### src/rtl/razor_pkg.sv
// Shared types and parameter defaults for the razor timing-error recovery block.
package razor_pkg;

    // Recovery FSM states
    typedef enum logic [1:0] {
        RUN    = 2'd0,
        STALL  = 2'd1,
        REPLAY = 2'd2
    } state_t;

    localparam int DEF_DATA_WIDTH   = 3;
    localparam int DEF_STALL_CYCLES = 1;
    localparam int DEF_WINDOW       = 16;
    localparam int DEF_ERR_THRESH   = 4;

    // Stall down-counter width; covers STALL_CYCLES up to 15
    localparam int STALL_CNT_W = 4;

    // 8-bit increment that sticks at 255
    function automatic logic [7:0] sat_inc8(input logic [7:0] v);
        return (v == 8'hFF) ? v : v + 8'd1;
    endfunction

endpackage

### src/rtl/err_rate_monitor.sv
// Error-rate monitor: counts accepted errors per fixed window and raises a
// sticky throttle request until a full window passes with no errors.
module err_rate_monitor
    import razor_pkg::*;
#(
    parameter int WINDOW     = DEF_WINDOW,
    parameter int ERR_THRESH = DEF_ERR_THRESH
) (
    input  logic clk,
    input  logic rst,
    input  logic err_accepted,
    output logic throttle_req
);

    localparam int WW = (WINDOW > 1) ? $clog2(WINDOW) : 1;
    localparam int EW = $clog2(WINDOW + 1);
    localparam logic [WW-1:0] WIN_LAST = WW'(WINDOW - 1);
    localparam logic [EW-1:0] THRESH   = EW'(ERR_THRESH);

    logic [WW-1:0] r_win_cnt;
    logic [EW-1:0] r_win_err;
    logic          r_throttle;

    logic          w_wrap;
    logic [EW-1:0] w_win_err_nxt;
    logic          w_set;
    logic          w_clr;

    // Next window error count; an error on the wrap cycle opens the new window at 1
    always_comb begin
        w_wrap = (r_win_cnt == WIN_LAST);
        if (w_wrap)
            w_win_err_nxt = EW'(err_accepted);
        else
            w_win_err_nxt = r_win_err + EW'(err_accepted);
        w_set = err_accepted && (w_win_err_nxt == THRESH);
        w_clr = w_wrap && (r_win_err == '0);
    end

    // Window counter, window error counter and sticky throttle (set beats clear)
    always_ff @(posedge clk) begin
        if (rst) begin
            r_win_cnt  <= '0;
            r_win_err  <= '0;
            r_throttle <= 1'b0;
        end else begin
            r_win_cnt <= w_wrap ? '0 : r_win_cnt + WW'(1);
            r_win_err <= w_win_err_nxt;
            if (w_set)
                r_throttle <= 1'b1;
            else if (w_clr)
                r_throttle <= 1'b0;
        end
    end

    assign throttle_req = r_throttle;

endmodule

### src/rtl/razor_recovery_ctrl.sv
// Razor recovery controller: commits main-flop data in RUN; on a detected
// timing error it stalls upstream, flushes downstream once, and replays the
// shadow-latch value after STALL_CYCLES cycles. All outputs are registered.
module razor_recovery_ctrl
    import razor_pkg::*;
#(
    parameter int DATA_WIDTH   = DEF_DATA_WIDTH,
    parameter int STALL_CYCLES = DEF_STALL_CYCLES,
    parameter int WINDOW       = DEF_WINDOW,
    parameter int ERR_THRESH   = DEF_ERR_THRESH
) (
    input  logic                  clk,
    input  logic                  rst,
    input  logic                  err_in,
    input  logic [DATA_WIDTH-1:0] d_main,
    input  logic [DATA_WIDTH-1:0] d_shadow,
    input  logic                  valid_in,
    output logic [DATA_WIDTH-1:0] q_out,
    output logic                  valid_out,
    output logic                  stall,
    output logic                  flush,
    output logic                  throttle_req,
    output logic [7:0]            err_count
);

    localparam logic [STALL_CNT_W-1:0] STALL_LOAD = STALL_CNT_W'(STALL_CYCLES - 1);

    state_t                   r_state;
    logic [DATA_WIDTH-1:0]    r_q;
    logic [DATA_WIDTH-1:0]    r_hold;
    logic                     r_valid;
    logic                     r_stall;
    logic                     r_flush;
    logic [STALL_CNT_W-1:0]   r_stall_cnt;
    logic [7:0]               r_err_count;

    state_t                   w_state_nxt;
    logic [DATA_WIDTH-1:0]    w_q_nxt;
    logic [DATA_WIDTH-1:0]    w_hold_nxt;
    logic                     w_valid_nxt;
    logic                     w_stall_nxt;
    logic                     w_flush_nxt;
    logic [STALL_CNT_W-1:0]   w_cnt_nxt;
    logic                     w_err_acc;

    // Next state and next registered outputs; STALL and REPLAY ignore all data inputs
    always_comb begin
        w_state_nxt = r_state;
        w_q_nxt     = r_q;
        w_hold_nxt  = r_hold;
        w_cnt_nxt   = r_stall_cnt;
        w_valid_nxt = 1'b0;
        w_stall_nxt = 1'b0;
        w_flush_nxt = 1'b0;
        w_err_acc   = 1'b0;
        case (r_state)
            RUN: begin
                if (valid_in && err_in) begin
                    w_err_acc   = 1'b1;
                    w_hold_nxt  = d_shadow;
                    w_stall_nxt = 1'b1;
                    w_flush_nxt = 1'b1;
                    w_cnt_nxt   = STALL_LOAD;
                    w_state_nxt = STALL;
                end else if (valid_in) begin
                    w_q_nxt     = d_main;
                    w_valid_nxt = 1'b1;
                end
            end
            STALL: begin
                w_stall_nxt = 1'b1;
                if (r_stall_cnt == '0) begin
                    w_state_nxt = REPLAY;
                    w_q_nxt     = r_hold;
                    w_valid_nxt = 1'b1;
                end else begin
                    w_cnt_nxt = r_stall_cnt - STALL_CNT_W'(1);
                end
            end
            REPLAY: begin
                w_state_nxt = RUN;
            end
            default: begin
                w_state_nxt = RUN;
            end
        endcase
    end

    // State and output registers; reset drops any pending replay
    always_ff @(posedge clk) begin
        if (rst) begin
            r_state     <= RUN;
            r_q         <= '0;
            r_hold      <= '0;
            r_valid     <= 1'b0;
            r_stall     <= 1'b0;
            r_flush     <= 1'b0;
            r_stall_cnt <= '0;
        end else begin
            r_state     <= w_state_nxt;
            r_q         <= w_q_nxt;
            r_hold      <= w_hold_nxt;
            r_valid     <= w_valid_nxt;
            r_stall     <= w_stall_nxt;
            r_flush     <= w_flush_nxt;
            r_stall_cnt <= w_cnt_nxt;
        end
    end

    // Lifetime accepted-error counter, saturating at 255
    always_ff @(posedge clk) begin
        if (rst)
            r_err_count <= '0;
        else if (w_err_acc)
            r_err_count <= sat_inc8(r_err_count);
    end

    err_rate_monitor #(
        .WINDOW     (WINDOW),
        .ERR_THRESH (ERR_THRESH)
    ) u_rate (
        .clk          (clk),
        .rst          (rst),
        .err_accepted (w_err_acc),
        .throttle_req (throttle_req)
    );

    assign q_out     = r_q;
    assign valid_out = r_valid;
    assign stall     = r_stall;
    assign flush     = r_flush;
    assign err_count = r_err_count;

endmodule

### config.mk
export PLATFORM = sky130hd
export DESIGN_NAME = razor_recovery_ctrl
export DESIGN_NICKNAME = d
export VERILOG_FILES = /design/src/rtl/razor_pkg.sv /design/src/rtl/err_rate_monitor.sv /design/src/rtl/razor_recovery_ctrl.sv
export SDC_FILE = /design/constraint.sdc
export NUM_CORES = 1
export LEC_CHECK = 0
export ABC_AREA = 1
export BUFFER_PORTS_ARGS = -buffer_cell sky130_fd_sc_hd__buf_4
export CAP_MARGIN = 15
export CORE_MARGIN = 1.5
export CORE_UTILIZATION = 50
export CTS_CLUSTER_DIAMETER = 30
export CTS_CLUSTER_SIZE = 30
export DETAILED_ROUTE_END_ITERATION = 10
export PLACE_DENSITY = 0.7
export SYNTH_ARGS = -nofsm -noshare
export SYNTH_HDL_FRONTEND = slang
export SYNTH_SLANG_ARGS = --single-unit
### constraint.sdc
create_clock -name clk -period 2.1 [get_ports clk]
set_clock_uncertainty 0.2 [all_clocks]
set_input_delay 0.315 -clock clk [delete_from_list [all_inputs] [get_ports clk]]
set_output_delay 0.315 -clock clk [all_outputs]
set_load 0.01 [all_outputs]
==> flow_summary.yaml, run 1 <==
worst_hold_path:
  hp-start: "rst"
  min_path_type: "in2reg"
cts:
  ctsHtreeMaxLevel: 2
  clock_path_buffers: 2
  cts_root_buf: "clkbuf_4"
  clock-sinks: 33
  tritoncts: "done"
  cts_buffers: 5
  path_clk_slew_ns: 0.10
  clk_latency_ns: 0.34
  cts_setup_buffers: 0
power:
  power_density_nw_per_um2: 736
  ir_worst_vdd_uv: 492
  p_leak_nw: 0.817
yosys:
  synth-edff-count: 0
  syn-cell-area_um2: 1530
  ys_seq_elements: 33
  async_flop_share_pct: 0
  avgSynthCellArea_um2: 7.55
  synth-warning-count: 0
  ys_types: 24
  ys_seq_area_share_pct: 43.1
  syn_nets: 219
  synthCells: 203
  synthFlopType: "dfxtp_1"
worst_setup_path:
  r2r-start: "r_state[1]"
  crit_chain: "nor2_4 > nand2_4 > clkinv_4 > ha_1 > ha_1 > inv_1 > nand3_1 > nor2_1 > nand4_1 > a21oi_1"
  regToRegEndpoint: "u_rate.throttle_req"
  setup.worst_path.end: "u_rate.throttle_req"
  cp_common_cell: "ha_1"
  crit_start: "r_state[1]"
  critPathKind: "reg2reg"
  worst-r2r-cell-count: 10
  slowest_stage: "dfxtp_1"
  cp-start-kind: "register"
  cp.buffers_inverters: 2
  slowest_delay_ns: 0.43
  crit_path_end_kind: "register"
  critPathRequiredTime_ns: 2.17
  critical-path-top-delay-family: "adder cells"
  critical_path_depth: 10
  cp_max_fo: 5
  r2r_slack_ns: 0.22
  cp.arrival_ns: 1.95
final_layout:
  design_area_um2: 1840
  area_growth_pct: 20.3
  utilization_pct: 65.2
  diodes: 0
  nets: 251
  final_cells: 267
  drive_above_1_share_pct: 19.1
global_routing:
  first_global_vias: 1284
  antenna_found_initial: 0
  grt_pass1_wl_mm: 5.19
  grt_start_max_net_pins: 20
  grt_usage_pct: 20.3
  overflow: 0
outcome:
  status: "complete, no violations"
detailed_routing:
  wirelength_mm: 3.06
  initialDrtViolationCount: 68
  antenna_left: 0
  wire_per_inst_um: 11.4
  vias_per_cell: 5.01
  vias: 1337
  drcViolationCount: 0
  dr.pass1.iters: 4
flow_run:
  max_cap_violations: 0
floorplan:
  die_w_um: 58.4
  core_um2: 2830
  io_pins: 25
  initial_core_util_pct: 54.2
  placementRows: 19
  dieArea_um2: 3410
  chipHeight_um: 58.4
sta:
  setup_ws_ns: 0.223
  finalSetupTns_ns: 0
  fmax_mhz: 533
  min_period_ns: 1.88
  tightest_slew_ns: 0.277
  finalMaxSlewViolations: 0
  max_slew_margin_pct: 81.5
  fin_crit_sh_pct: 89.4
  rsz0062_at_grt: "false"
  setup_viol: 0
  hold_viol: 0
place:
  preCtsSetupSlack_ns: 0.153
  numPortBuffers: 24
  dp.cells: 256
  gp_congestion: 0.818
  post_dp_cell_area_um2: 1720
  dpl.hpwl_mm: 2.28
[sequential cells by signal, indices dropped and copies added, names as in the netlist]
signal               count
err_count                8
flush                    1
q_out                    3
r_hold                   3
r_stall_cnt              4
r_state                  2
stall                    1
u_rate.r_win_cnt         4
u_rate.r_win_err         5
u_rate.throttle_req      1
valid_out                1
[Yosys cell counts, types with 2 or more instances]
cell type / n / area share, %
nand2_1: 43 / 11
dfxtp_1: 33 / 43
inv_1: 28 / 6.9
nor2_1: 20 / 4.9
a21oi_1: 14 / 4.6
nand3_1: 14 / 4.6
o21ai_0: 12 / 3.9
ha_1: 6 / 4.9
nor2_2: 5 / 2.0
nor3_1: 5 / 1.6
xor2_1: 4 / 2.3
nand4_1: 3 / 1.2
clkbuf_8: 2 / 1.8
nand2_2: 2 / 0.82
nand2_4: 2 / 1.5
o21ai_1: 2 / 0.65
[repair_timing]
item / 4_1_cts / 5_1_grt
gates resized for setup: 0 / 1
hold buffers: 3 / 0
hold endpoints to repair: 3 / 0
endpoints found under the setup margin: 0 / 1
[cell usage in the layout (no fill, tap or decap)]
cell type	instances
a21oi_1	14
buf_4	24
bufinv_16	1
clkbuf_1	1
clkbuf_4	5
clkbuf_8	1
clkinv_4	1
dfxtp_1	33
dlygate4sd3_1	3
ha_1	6
inv_1	28
inv_4	1
nand2_1	43
nand2_2	2
nand2_4	2
nand3_1	14
nand3b_1	1
nand4_1	3
nand4_2	1
nor2_1	20
nor2_2	4
nor2_4	2
nor3_1	5
nor3_2	1
o21ai_0	12
o21ai_1	2
o21bai_1	1
xnor2_1	1
xor2_1	4
[worst register-to-register path, cell delays in order, from the launching register on]
cell	delay [ns]
dfxtp_1	0.43
nor2_4	0.07
nand2_4	0.10
clkinv_4	0.08
ha_1	0.20
ha_1	0.27
inv_1	0.07
nand3_1	0.08
nor2_1	0.10
nand4_1	0.09
a21oi_1	0.12
[worst min-delay path by stage]
| stage | cells after the start | endpoint |
|---|---|---|
| floorplan | 1 | u_rate.r_win_cnt[0] |
| global placement | 1 | u_rate.r_win_cnt[0] |
| detailed placement | 1 | u_rate.r_win_cnt[0] |
| CTS | 2 | q_out[1] |
| global route | 2 | q_out[0] |
| finish | 2 | err_count[2] |
[area by class of cell]
class / count / area (um2)
Fill cell: 254 / 985
Multi-Input combinational cell: 138 / 729
Sequential cell: 33 / 661
Timing Repair Buffer: 27 / 210
Inverter: 30 / 120
Clock buffer: 7 / 55.1
Tap cell: 31 / 38.8
Clock inverter: 1 / 30.0
[where the power goes]
part | internal, mW | switching, mW
registers | 0.659 | 0.0207
clock network | 0.284 | 0.210
logic | 0.0772 | 0.106
total | 1.02 | 0.337
[layer usage]
metal  track usage, %  share of wire (%)  routed length, um
met5                0                  0                  0
met3             4.84                3.6                110
met1             22.2                 44               1340
met2             35.2                 50               1530
met4             13.0                2.7                 81
[logic make-up after synthesis]
group / Yosys count / synth area share (%)
AOI/OAI and AO/OA: 29 / 9.63
buffers and inverters: 32 / 9.63
adders and majority gates: 6 / 4.90
and+or+nand+nor: 98 / 29.9
xor gates and xnor gates: 5 / 2.86
DFF: 33 / 43.1
[stage by stage]
| step | total power, mW | hold slack, ns |
|---|---|---|
| 6_report | 1.36 | 0.0875 |
| 3_3_place_gp | 0.864 | 0.230 |
| 2_1_floorplan | 0.815 | 0.218 |
| 3_5_place_dp | 0.872 | 0.248 |
| 4_1_cts | 1.37 | 0.0776 |
| 5_1_grt | 1.43 | 0.0872 |
No activity file was read; power rests on OpenSTA's default activity.
==> run 2: changes to the inputs <==
==> constraint.sdc (replaced) <==
create_clock -name clk -period 2.3 [get_ports clk]
set_clock_uncertainty 0.2 [all_clocks]
set_input_delay 0.345 -clock clk [delete_from_list [all_inputs] [get_ports clk]]
set_output_delay 0.345 -clock clk [all_outputs]
set_load 0.01 [all_outputs]
==> flow_summary.yaml, run 2 (synthesis results as in run 1) <==
global_routing:
  grt_pass1_wl_mm: 5.08
  overflow: 0
  grt_start_max_net_pins: 20
  antenna_found_initial: 0
  grt_usage_pct: 19.7
  first_global_vias: 1224
cts:
  ctsHtreeMaxLevel: 2
  clk_latency_ns: 0.34
  cts_setup_buffers: 0
  path_clk_slew_ns: 0.10
  cts_root_buf: "clkbuf_4"
  clock_path_buffers: 2
  clock-sinks: 33
  tritoncts: "done"
  ctsResizeCount: 0
  hold_buffers: 0
  cts_buffers: 5
power:
  seq_power_share_pct: 56.9
  power_density_nw_per_um2: 614
  p_leak_nw: 0.789
  switching_share_pct: 28.0
  p_int_mw: 0.784
  clkPwrFrac_pct: 28.1
  ir_worst_vdd_uv: 387
  power.share.combinational_pct: 14.9
  p_sw_mw: 0.305
  power.total_mw: 1.09
floorplan:
  io_pins: 25
  placementRows: 19
  die_w_um: 58.4
  core_um2: 2830
  dieArea_um2: 3410
  chipHeight_um: 58.4
  initial_core_util_pct: 54.2
worst_hold_path:
  min_path_type: "in2reg"
final_layout:
  diodes: 0
  largest_reg_flops: 8
  drive_above_1_share_pct: 19.3
  final_cell_mix: "43 x nand2_1, 33 x dfxtp_1, 28 x inv_1, 24 x buf_4, 20 x nor2_1"
  fill_cells: 264
  utilization_pct: 62.8
  final_cells: 264
  area_growth_pct: 15.8
  design_area_um2: 1780
  nets: 248
  final_common_cell: "nand2_1"
sta:
  finalSetupTns_ns: 0
  finalMaxSlewViolations: 0
  hold-worst-slack_ns: 0.00236
  setup_viol: 0
  min_period_ns: 1.97
  rsz0062_at_grt: "false"
  tightest_slew_ns: 0.279
  fmax_mhz: 508
  setup_ws_ns: 0.331
  fin_crit_sh_pct: 85.6
  hold_viol: 0
  max_slew_margin_pct: 81.3
flow_run:
  max_cap_violations: 0
worst_setup_path:
  cp-start-kind: "register"
  critPathRequiredTime_ns: 2.37
  cp_max_fo: 5
  crit_path_end_kind: "register"
  cp.arrival_ns: 2.04
  critPathKind: "reg2reg"
outcome:
  status: "complete, no violations"
detailed_routing:
  wire_per_inst_um: 11.5
  antenna_left: 0
  top_layer: "met4"
  wl_met1_mm: 1.32
  vias_per_cell: 5.02
  initialDrtViolationCount: 77
  dr.pass1.iters: 4
  wirelength_mm: 3.03
  vias: 1325
  wl_met3_um: 106
  drcViolationCount: 0
  wl_met2_mm: 1.55
place:
  dpl.hpwl_mm: 2.29
  post_dp_cell_area_um2: 1720
  gp_congestion: 0.818
  numPortBuffers: 24
  preCtsSetupSlack_ns: 0.295
  dp.cells: 256
==> run 2: cell count changes in the layout (fill, tap and decap cells not counted), sizes merged <==
| cell | before | now |
|---|---|---|
| clkbuf | 7 | 6 |
| bufinv | 1 | 0 |
| dlygate4sd3 | 3 | 0 |
| clkinv | 1 | 3 |
==> run 2: final timing paths <==
path                        from             endpoint  slack [ns]  cells after the start
max                   r_state[1]  u_rate.throttle_req        0.33                     11
max reg2reg           r_state[1]  u_rate.throttle_req        0.33                     11
min                  d_shadow[2]            r_hold[2]       0.002                      3
min reg2reg  u_rate.r_win_cnt[0]  u_rate.r_win_cnt[0]        0.26                      1
==> run 2: power by group through the flow <==
stage          combinational (mW)  clock [mW]  sequential, mW
2_1_floorplan               0.109           0           0.635
3_3_place_gp                0.158           0           0.631
3_5_place_dp                0.163           0           0.634
4_1_cts                     0.164       0.319           0.620
5_1_grt                     0.188       0.337           0.623
6_report                    0.163       0.306           0.620
==> run 2: cell type report <==
cell class / count / area [um2] / share of cell area (%)
well taps: 31 / 38.8 / 2.18
clock inverters: 2 / 10.0 / 0.564
inverters: 30 / 120 / 6.77
repair buffers: 24 / 180 / 10.1
clock buffers: 6 / 41.3 / 2.33
flip-flops and latches: 33 / 661 / 37.2
multi-input cells: 138 / 724 / 40.8
==> run 2: metal layers <==
| metal | global-route usage [%] | vias to the layer above |
|---|---|---|
| li1 | - | 706 |
| met1 | 22.3 | 596 |
| met2 | 33.1 | 16 |
| met3 | 6.37 | 7 |
| met4 | 9.97 | 0 |
| met5 | 0 | - |
==> run 2: critical path, cell delays in order (launching register included) <==
cell      delay (ns)
dfxtp_1         0.36
nor2_2          0.20
nand2_4         0.11
clkinv_4        0.07
ha_1            0.16
ha_1            0.22
inv_1           0.06
nand2_1         0.06
nand3_1         0.10
nor2_1          0.11
nand4_1         0.11
a21oi_1         0.14
==> run 3: changes to the inputs <==
--- a/config.mk
+++ b/config.mk
@@ -5,7 +5,6 @@
 export SDC_FILE = /design/constraint.sdc
 export NUM_CORES = 1
 export LEC_CHECK = 0
-export ABC_AREA = 1
 export BUFFER_PORTS_ARGS = -buffer_cell sky130_fd_sc_hd__buf_4
 export CAP_MARGIN = 15
 export CORE_MARGIN = 1.5
==> flow_summary.yaml, run 3 <==
floorplan:
  initial_core_util_pct: 53.0
  placementRows: 19
  io_pins: 25
  die_w_um: 57.1
  chipHeight_um: 57.1
  dieArea_um2: 3260
  core_um2: 2760
final_layout:
  nets: 191
  area_growth_pct: 16.4
  largest_reg_flops: 8
  final_cell_mix: "33 x dfxtp_1, 26 x buf_4, 22 x nor2_1, 9 x xor2_1"
  drive_above_1_share_pct: 22.2
  diodes: 0
  final_common_cell: "dfxtp_1"
yosys:
  ys_seq_area_share_pct: 45.2
  ys_seq_elements: 33
  synth_top_area_share_pct: 45.2
  async_flop_share_pct: 0
  synth.most_common_cell: "dfxtp_1"
  synthFlopType: "dfxtp_1"
  ys_top_cells_by_area: "dfxtp_1 45%, nor2_1 5.6%, mux2i_1 5.5%"
  syn_nets: 164
  synth-edff-count: 0
  synthCells: 148
  synth-warning-count: 0
  synth_top_area_cell: "dfxtp_1"
  syn-cell-area_um2: 1460
  avgSynthCellArea_um2: 9.88
  synth_commonest_cells: "33 x dfxtp_1, 22 x nor2_1, 9 x xor2_1"
  ys_types: 35
cts:
  cts_root_buf: "clkbuf_4"
  tritoncts: "done"
  cts_setup_buffers: 0
  hold_buffers: 0
  ctsHtreeMaxLevel: 2
  ctsResizeCount: 0
  cts_buffers: 5
  clock_path_buffers: 2
  path_clk_slew_ns: 0.10
  clock-sinks: 33
  clk_latency_ns: 0.34
place:
  numPortBuffers: 24
  gp_congestion: 0.827
  dpl.hpwl_mm: 1.92
detailed_routing:
  dr.pass1.iters: 4
  initialDrtViolationCount: 38
  antenna_left: 0
  vias: 1097
  vias_per_cell: 5.30
  wirelength_mm: 2.60
  wire_per_inst_um: 12.5
  drcViolationCount: 0
power:
  p_leak_nw: 0.717
  power_density_nw_per_um2: 607
  ir_worst_vdd_uv: 477
worst_hold_path:
  min_path_type: "in2reg"
worst_setup_path:
  critPathKind: "reg2reg"
  crit_path_end_kind: "register"
  cp-start-kind: "register"
  cp_max_fo: 6
  critPathRequiredTime_ns: 2.36
  cp.arrival_ns: 2.19
sta:
  tightest_slew_ns: 0.369
  setup_viol: 0
  finalMaxSlewViolations: 0
  fmax_mhz: 471
  max_slew_margin_pct: 75.2
  fin_crit_sh_pct: 92.4
  finalSetupTns_ns: 0
  min_period_ns: 2.13
  hold-worst-slack_ns: 0.0427
  rsz0062_at_grt: "false"
  hold_viol: 0
global_routing:
  grt_start_max_net_pins: 27
  grt_usage_pct: 18.0
  grt_pass1_wl_mm: 4.50
  antenna_found_initial: 0
  overflow: 0
  first_global_vias: 1096
outcome:
  status: "complete, no violations"
flow_run:
  max_cap_violations: 0
## run 3: cell type report
cell class | instances | area [um2]
sequential | 33 | 661
clock inverter | 2 | 10.0
timing repair buffer | 26 | 195
multi-input combinational | 104 | 738
fill | 248 | 1050
tap | 31 | 38.8
clock buffer | 6 | 41.3
inverter | 5 | 18.8
## run 3: final timing paths
kind | from | end | slack [ns] | cells after the start
hold reg to reg | u_rate.r_win_cnt[0] | u_rate.r_win_cnt[0] | 0.26 | 1
setup / recovery | r_state[1] | u_rate.throttle_req | 0.17 | 7
setup reg to reg | r_state[1] | u_rate.throttle_req | 0.17 | 7
hold / removal | d_shadow[2] | r_hold[2] | 0.04 | 3
## run 3: cells by family (layout without fill, tap and decap cells)
| group | after synthesis | in the layout | share of synthesized area, % |
|---|---|---|---|
| flip-flops | 33 | 33 | 45.2 |
| AO/OA/AOI/OAI | 20 | 20 | 10.6 |
| buffers and inverters | 11 | 39 | 4.36 |
| AND/OR/NAND/NOR | 58 | 58 | 22.1 |
| multiplexers | 8 | 8 | 5.47 |
| adder cells (fa/ha/maj) | 6 | 6 | 5.13 |
| XOR/XNOR | 12 | 12 | 7.19 |
## run 3: per-stage QoR
stage,setup WS [ns],instances,cell area [um2],power [mW],util (%)
after floorplan,0.147,148,1460,0.704,-
after global placement,0.328,199,1650,0.741,59.9
after detailed placement,0.207,199,1650,0.745,59.9
after CTS,0.176,207,1700,1.05,61.8
after global routing,0.0782,207,1700,1.09,61.8
final,0.175,207,1700,1.03,61.8
## run 3: layer usage
layer  share of wire [%]  GRT usage [%]
met1                  47           21.1
met5                   0              0
met4                 1.0           6.98
met2                  48           29.1
met3                 4.0           7.71
## run 3: critical path: stages, from the launching register on
cell and delay (ns):
dfxtp_1 0.47, and4bb_1 0.28, ha_1 0.21, ha_1 0.21, xnor2_1 0.15, nor4_1 0.18
a41oi_1 0.15, nor3_1 0.19
## run 3: power breakdown
part / leakage (nW) / total [mW] / internal, mW / switching [mW]
Clock: 0.0320 / 0.303 / 0.116 / 0.187
Combinational: 0.416 / 0.120 / 0.0598 / 0.0604
Sequential: 0.269 / 0.611 / 0.596 / 0.0153
